==> src/rtl/pipe_pkg.sv <==
// Shared pipeline definitions: datapath width, bubble encoding, register field
// positions and the IF/ID bundle carried between the fetch and decode stages.
package pipe_pkg;

    localparam int unsigned XLEN = 64;
    localparam logic [31:0] NOP_INSTR = 32'h0000_0013;

    localparam int unsigned RS1_LSB = 15;
    localparam int unsigned RS1_MSB = 19;
    localparam int unsigned RS2_LSB = 20;
    localparam int unsigned RS2_MSB = 24;

    typedef struct packed {
        logic [XLEN-1:0] pc;
        logic [31:0]     instr;
        logic            valid;
    } if_id_t;

    function automatic if_id_t if_id_bubble(input logic [31:0] nop);
        if_id_t b;
        b.pc    = '0;
        b.instr = nop;
        b.valid = 1'b0;
        return b;
    endfunction

endpackage

==> src/rtl/if_id_reg.sv <==
// Generic pipeline register: reset and flush load a bubble, hold freezes the
// contents, otherwise the D bundle is captured.
module if_id_reg
    import pipe_pkg::*;
#(
    parameter logic [31:0] NOP_INSTR = pipe_pkg::NOP_INSTR
) (
    input  logic   clk,
    input  logic   reset,
    input  logic   flush,
    input  logic   hold,
    input  if_id_t d,
    output if_id_t q
);

    if_id_t q_d;
    if_id_t q_q;

    always_comb begin
        q_d = q_q;
        if (flush) begin
            q_d = if_id_bubble(NOP_INSTR);
        end else if (!hold) begin
            q_d = d;
        end
    end

    always_ff @(posedge clk) begin
        if (reset) begin
            q_q <= if_id_bubble(NOP_INSTR);
        end else begin
            q_q <= q_d;
        end
    end

    assign q = q_q;

endmodule

==> src/rtl/fetch_stage.sv <==
// Instruction-fetch stage: PC register, next-PC selection and the IF/ID
// register, honouring hazard-unit stalls and EX-stage redirects.
module fetch_stage #(
    parameter int unsigned XLEN      = pipe_pkg::XLEN,
    parameter logic [XLEN-1:0] RESET_PC = '0,
    parameter logic [31:0] NOP_INSTR = pipe_pkg::NOP_INSTR
) (
    input  logic            clk,
    input  logic            reset,
    input  logic            pc_write,
    input  logic            IF_ID_write,
    input  logic            branch_taken,
    input  logic [XLEN-1:0] branch_target,
    output logic [XLEN-1:0] imem_addr,
    input  logic [31:0]     imem_rdata,
    input  logic            imem_valid,
    output logic [XLEN-1:0] IF_ID_pc,
    output logic [31:0]     IF_ID_instr,
    output logic            IF_ID_valid,
    output logic [4:0]      IF_ID_rs1,
    output logic [4:0]      IF_ID_rs2
);

    import pipe_pkg::*;

    logic [XLEN-1:0] pc_d;
    logic [XLEN-1:0] pc_q;
    logic            stall;
    if_id_t          if_id_d;
    if_id_t          if_id_q;

    // A half-asserted stall pair is treated as a full stall.
    assign stall = !pc_write || !IF_ID_write;

    always_comb begin
        pc_d = pc_q;
        if (branch_taken) begin
            pc_d = {branch_target[XLEN-1:2], 2'b00};
        end else if (!stall && imem_valid) begin
            pc_d = pc_q + XLEN'(4);
        end
    end

    always_ff @(posedge clk) begin
        if (reset) begin
            pc_q <= RESET_PC;
        end else begin
            pc_q <= pc_d;
        end
    end

    always_comb begin
        if_id_d = if_id_bubble(NOP_INSTR);
        if (imem_valid) begin
            if_id_d.pc    = pc_q;
            if_id_d.instr = imem_rdata;
            if_id_d.valid = 1'b1;
        end
    end

    // A redirect flushes even a stalled IF/ID: that instruction is on the wrong path.
    if_id_reg #(
        .NOP_INSTR (NOP_INSTR)
    ) u_if_id_reg (
        .clk   (clk),
        .reset (reset),
        .flush (branch_taken),
        .hold  (stall),
        .d     (if_id_d),
        .q     (if_id_q)
    );

    assign imem_addr   = pc_q;
    assign IF_ID_pc    = if_id_q.pc;
    assign IF_ID_instr = if_id_q.instr;
    assign IF_ID_valid = if_id_q.valid;

    // Bubbles never expose register fields, so the hazard unit cannot stall on them.
    assign IF_ID_rs1 = if_id_q.valid ? if_id_q.instr[RS1_MSB:RS1_LSB] : 5'd0;
    assign IF_ID_rs2 = if_id_q.valid ? if_id_q.instr[RS2_MSB:RS2_LSB] : 5'd0;

endmodule

==> config.mk <==
export PLATFORM = sky130hd
export DESIGN_NAME = fetch_stage
export DESIGN_NICKNAME = d
export VERILOG_FILES = /design/src/rtl/pipe_pkg.sv /design/src/rtl/if_id_reg.sv /design/src/rtl/fetch_stage.sv
export SDC_FILE = /design/constraint.sdc
export NUM_CORES = 1
export LEC_CHECK = 0
export ABC_AREA = 0
export CAP_MARGIN = 5
export CELL_PAD_IN_SITES_DETAIL_PLACEMENT = 1
export CELL_PAD_IN_SITES_GLOBAL_PLACEMENT = 1
export CORE_MARGIN = 2
export CORE_UTILIZATION = 35
export CTS_BUF_LIST = sky130_fd_sc_hd__clkbuf_4 sky130_fd_sc_hd__clkbuf_8
export CTS_CLUSTER_DIAMETER = 120
export CTS_CLUSTER_SIZE = 24
export DETAILED_ROUTE_END_ITERATION = 12
export PLACE_DENSITY_LB_ADDON = 0.1
export SLEW_MARGIN = 20
export SYNTH_ARGS = -nofsm -noshare
export SYNTH_HDL_FRONTEND = slang
export SYNTH_SLANG_ARGS = --single-unit
==> constraint.sdc <==
create_clock -name clk -period 6.4 [get_ports clk]
set_input_delay 0.96 -clock clk [delete_from_list [all_inputs] [get_ports clk]]
set_output_delay 0.96 -clock clk [all_outputs]
set_load 0.005 [all_outputs]
==> flow_summary.yaml, run 1 <==
setup_path:
  cp.arrival_ns: 4.29
  r2r-start: "imem_addr[2]$_SDFFE_PP0P_"
  reg2reg_to: "imem_addr[58]$_SDFFE_PP0P_"
  r2r_slack_ns: 3.22
  worstSetupEndpointType: "flip-flop"
  crit_fanout: 13
  worstPathRequired_ns: 6.77
  startpoint_type: "input port"
  reg2reg_depth: 6
  critPathKind: "input port to flip-flop"
synthesis:
  ys_seq_area_share_pct: 44.0
  syn-cell-area_um2: 7140
  ys_types: 41
  synthXorXnorAreaFrac_pct: 4.05
  synth_warnings: 0
  synth_mux_area_share_pct: 0.701
  synth-simple-area-share_pct: 30.3
  synth_seq_cells: 157
  synth_area_per_cell_um2: 7.91
  synth_top_family_by_area: "simple AND/OR/NAND/NOR gates"
  yosys.area.top_type_share_pct: 44.0
  yosysTopAreaCell: "dfxtp_1"
  synthAdderAreaFrac_pct: 0.175
  synthCells: 903
  synth-compound-area-share_pct: 15.9
  yosys-top-cells-area: "dfxtp_1 (44%), nand3_1 (8.2%), a21oi_1 (7.1%), nand2_1 (6.2%), nor2_1 (3.9%)"
hold_path:
  hold_end: "u_if_id_reg.q[75]$_SDFFE_PP0N_"
  hold_start: "u_if_id_reg.q[75]$_SDFFE_PP0N_"
  worstHoldPathCells: 2
  hold_path.class: "flip-flop to flip-flop"
global_routing:
  grt_pass1_vias: 7575
  grt_pass1_wl_um: 42300
  antenna_found_initial: 0
  overflow: 0
  grtUsageTotal_pct: 24.5
  grt_max_degree: 96
drt:
  wl_um: 26500
  drc: 0
  via_per_inst: 5.40
  drtPass1Iterations: 6
  wire_per_inst_um: 18.8
  antenna_left: 0
  vias: 7600
  drtIter0Drc: 322
floorplanning:
  die_area_um2: 21600
  io_pins: 273
  die_w_um: 147
  fp.coreArea_um2: 20100
  floorplan.initialDensity_pct: 35.5
  rows: 52
  die_y_um: 147
sta:
  worst_slack_ns: 2.48
  fin_tns_setup_ns: 0
  fin_skew_ns: 0.0210
  drv_slew: 0
  rsz0062_at_grt: "false"
  finalSetupViolations: 0
  worst_slew_pin_slew_ns: 1.11
  min_period_ns: 3.92
  holdWs_ns: 0.452
  max_freq_ghz: 0.255
  finalHoldViolations: 0
  relSlewSlack_pct: 26.0
  fin_crit_sh_pct: 61.3
outcome:
  status: "completed"
clock_tree:
  post_cts_resized: 0
  clkSinkCount: 157
  htreeDepth: 4
  clock_path_buffers: 2
  root_buffer: "clkbuf_8"
  clk_latency_ns: 0.46
  cts-hold-fix-buffers: 0
  numCtsBuffers: 17
  clk_pin_slew_ns: 0.09
  cts_setup_buffers: 0
  cts_tree: "done"
power_and_ir_drop:
  comb_power_share_pct: 12.4
  p_int_mw: 1.56
  p_sw_share_pct: 26.9
  power_density_nw_per_um2: 206
  p_sw_mw: 0.575
  power.total_mw: 2.14
  p_leak_nw: 3.30
  p_seq_share_pct: 49.8
  clkPwrFrac_pct: 37.8
  ir_drop_mv: 0.124
layout:
  areaGrowthSynthToFinish_pct: 45.1
  drive_above_1_share_pct: 4.49
  multi_input_area_um2: 3700
  antenna_cells: 0
  final_util_pct: 51.5
  fillCellCount: 2408
  nets: 1227
  regArea_um2: 3140
placed_design:
  place.gp.congestion: 0.825
  preCtsSetupSlack_ns: 2.09
  hpwl_um: 18400
  numPortBuffers: 266
flow_run:
  cap_violations: 0
[state kept, by name, summed over array words and instances, names as in the netlist]
name           flops
imem_addr         62
u_if_id_reg.q     95
[layout make-up]
class,instances,share of cell area [%]
inverters,10,0.362
repair buffers,273,26.3
clock buffers,20,2.54
multi-input cells,665,35.7
flip-flops and latches,157,30.3
clock inverters,12,1.55
well taps,270,3.26
[how the worst max path moves through the flow]
| stage | to | start | slack [ns] |
|---|---|---|---|
| 2_1_floorplan | imem_addr[62]$_SDFFE_PP0P_ | imem_valid | 3.31 |
| 3_3_place_gp | imem_addr[62]$_SDFFE_PP0P_ | pc_write | 2.15 |
| 3_5_place_dp | imem_addr[58]$_SDFFE_PP0P_ | pc_write | 2.09 |
| 4_1_cts | imem_addr[58]$_SDFFE_PP0P_ | pc_write | 2.58 |
| 5_1_grt | imem_addr[58]$_SDFFE_PP0P_ | IF_ID_write | 2.32 |
| 6_report | imem_addr[58]$_SDFFE_PP0P_ | IF_ID_write | 2.48 |
[logic make-up after synthesis]
group                      after synthesis
AOI/OAI and AO/OA                      184
DFF                                    157
adders and majority gates                1
buffers and inverters                   84
and+or+nand+nor                        438
muxes                                    5
xor gates and xnor gates                33
other                                    1
[layer usage]
metal	global-route usage (%)	up-vias	share of wire (%)	wire [µm]
li1	-	3677	-	-
met1	31.5	3657	45	11800
met2	40.1	218	47	12400
met3	5.93	48	5.7	1510
met4	8.69	0	2.9	756
met5	0	-	0	0
[per-stage QoR]
stage          cells  instance area (µm²)
2_1_floorplan    906                 7150
3_3_place_gp    1374                 9910
3_5_place_dp    1375                 9930
4_1_cts         1407                10300
5_1_grt         1407                10400
6_report        1407                10400
[synthesized netlist by cell type (all sizes together)]
cell       n
o21a       2
or3        7
inv       10
a2111oi    5
nand2b     1
dfxtp    157
o211ai     2
nor2b      1
a21oi    102
a221oi     2
or4       13
and3      11
o31a       7
a311oi    15
nor2      74
xnor2     12
a211oi    25
and4       9
or2        4
conb       1
o31ai     10
mux2i      5
nor4b      4
nand3    117
nor4      15
o41a       1
buf       12
xor2      21
o21bai     1
nand4     33
nor3b      5
clkbuf    62
nor3      13
o21ai     12
ha         1
and2      14
nand2    117
[placed cells by master, fill, tap and decap left out, types with 7 or more instances in the layout]
master and instances:
or4_1 13, o31a_1 7, inv_1 9, nor2_1 74, and3_1 11, and2_1 13, xnor2_1 12, nand2_1 116
nand3_1 117, clkdlybuf4s50_1 264, nand4_1 31, xor2_1 21, and4_1 9, a21oi_1 102, nor4_1 14, buf_4 7
o21ai_0 12, dfxtp_1 157, nor3_1 13, or3_1 7, a211oi_1 25, clkbuf_8 18, o31ai_1 10, a311oi_1 15
[power by group through the flow]
| stage | clock network (mW) | registers, mW | logic [mW] |
|---|---|---|---|
| CTS | 0.828 | 1.06 | 0.268 |
| detailed placement | 0 | 1.09 | 0.266 |
| global route | 0.877 | 1.07 | 0.289 |
| finish | 0.807 | 1.06 | 0.265 |
| floorplan | 0 | 1.07 | 0.110 |
| global placement | 0 | 1.09 | 0.262 |
[worst max-delay path: stages]
cell             delay, ns
clkdlybuf4s50_1       0.64
nand3_1               0.54
or4_1                 0.73
or3_1                 0.59
or4_1                 0.56
a311oi_1              0.26
Note: power is estimated with default switching activity, not from simulation.
==> run 2: changes to the inputs <==
CORE_UTILIZATION = 32   (was 35)
clock period = 3.7 ns   (was 6.4 ns; I/O delays follow)
==> run 2 against run 1 <==
Net effect:
- via count is 0.55% higher
- global-route usage is 1.8 points lower
- core utilization is 3.7 points lower
- clock-buffer cell count stayed put
- cell count is 1.8% higher
- routed wire length is 1.4% higher
- clock skew is 0.0068 ns lower
- first-iteration DRC count is 30% higher
- power is 70% higher
- hold slack better by 0.0030 ns
- non-clock buffer count is 15 higher
- clock power is 64% higher
- critical endpoint is now imem_addr[62]$_SDFFE_PP0P_
- largest cell class unchanged
- largest power group unchanged
==> flow_summary.yaml, run 2 (synthesis results as in run 1) <==
outcome:
  status: "completed"
setup_path:
  startpoint_type: "flip-flop"
  worstSetupEndpointType: "flip-flop"
  cp.arrival_ns: 3.47
  worstPathRequired_ns: 4.06
  critPathKind: "flip-flop to flip-flop"
  crit_fanout: 10
drt:
  wire_per_inst_um: 18.8
  via_per_inst: 5.34
  wl_um: 26900
  drtPass1Iterations: 4
  drc: 0
  drtIter0Drc: 420
  antenna_left: 0
  vias: 7642
flow_run:
  cap_violations: 0
power_and_ir_drop:
  power_density_nw_per_um2: 347
  ir_drop_mv: 0.178
  power.total_mw: 3.63
  p_leak_nw: 3.36
layout:
  largest_reg_flops: 95
  most-common-layout-cells: "clkdlybuf4s50_1 (264), dfxtp_1 (157), nand3_1 (117), nand2_1 (116), a21oi_1 (102)"
  instances_no_fill: 1432
  areaGrowthSynthToFinish_pct: 46.5
  antenna_cells: 0
  regArea_um2: 3140
  nets: 1242
  finalInstanceArea_um2: 10500
  drive_above_1_share_pct: 5.73
  final_common_cell: "clkdlybuf4s50_1"
  multi_input_area_um2: 3690
  fillCellCount: 2622
  final_util_pct: 47.8
sta:
  max_freq_ghz: 0.322
  drv_slew: 0
  min_period_ns: 3.11
  rsz0062_at_grt: "false"
  fin_crit_sh_pct: 84.0
  worst_slack_ns: 0.592
  finalHoldViolations: 0
  worst_slew_pin_slew_ns: 0.792
  fin_skew_ns: 0.0142
  finalSetupViolations: 0
  holdWs_ns: 0.455
  fin_tns_setup_ns: 0
  relSlewSlack_pct: 47.2
floorplanning:
  floorplan.initialDensity_pct: 32.6
  fp.coreArea_um2: 21900
  io_pins: 273
  die_w_um: 153
  die_area_um2: 23500
  die_y_um: 153
  rows: 54
clock_tree:
  htreeDepth: 4
  cts_tree: "done"
  clk_latency_ns: 0.46
  post_cts_resized: 0
  clock_path_buffers: 2
  clk_pin_slew_ns: 0.08
  root_buffer: "clkbuf_8"
  cts-hold-fix-buffers: 0
  cts_setup_buffers: 0
  numCtsBuffers: 17
  clkSinkCount: 157
placed_design:
  place_inst: 1400
  numPortBuffers: 266
  place.gp.congestion: 0.789
  hpwl_um: 19100
  preCtsSetupSlack_ns: 0.277
  place_area_um2: 10100
global_routing:
  overflow: 0
  antenna_found_initial: 1
  grtUsageTotal_pct: 22.7
  grt_max_degree: 76
  grt_pass1_wl_um: 43200
  grt_pass1_vias: 7618
hold_path:
  hold_path.class: "flip-flop to flip-flop"
[run 2: final timing paths]
path                            slack (ns)                             end  cells after the start                      startpoint
worst max-delay path                  0.59      imem_addr[62]$_SDFFE_PP0P_                      6       imem_addr[2]$_SDFFE_PP0P_
worst min-delay path                  0.46  u_if_id_reg.q[81]$_SDFFE_PP0N_                      2  u_if_id_reg.q[81]$_SDFFE_PP0N_
worst max register to register        0.59      imem_addr[62]$_SDFFE_PP0P_                      6       imem_addr[2]$_SDFFE_PP0P_
worst min register to register        0.46  u_if_id_reg.q[81]$_SDFFE_PP0N_                      2  u_if_id_reg.q[81]$_SDFFE_PP0N_
[run 2: cell type report]
type                    count  share of cell area [%]
multi-input cells         665                    35.3
flip-flops and latches    157                    30.1
repair buffers            288                    27.2
well taps                 280                    3.35
clock buffers              20                    2.45
clock inverters            12                    1.32
inverters                  10                   0.359
[run 2: routing by layer]
layer	up-vias	GRT usage, %	wire (µm)
met2	202	37.0	12700
li1	3719	-	-
met3	34	5.08	1550
met5	-	0	11
met1	3685	30.1	12100
met4	2	6.73	524
[run 2: power by group]
group | total (mW) | internal (mW) | switching (mW)
logic | 0.474 | 0.259 | 0.215
clock network | 1.32 | 0.627 | 0.697
registers | 1.84 | 1.74 | 0.0914
[run 2: critical path, cell delays in order, from the launching register on]
cell	delay [ns]
dfxtp_1	0.47
ha_1	0.29
nand4_1	0.27
or4_1	0.62
or3_1	0.54
or4_1	0.56
a311oi_1	0.27
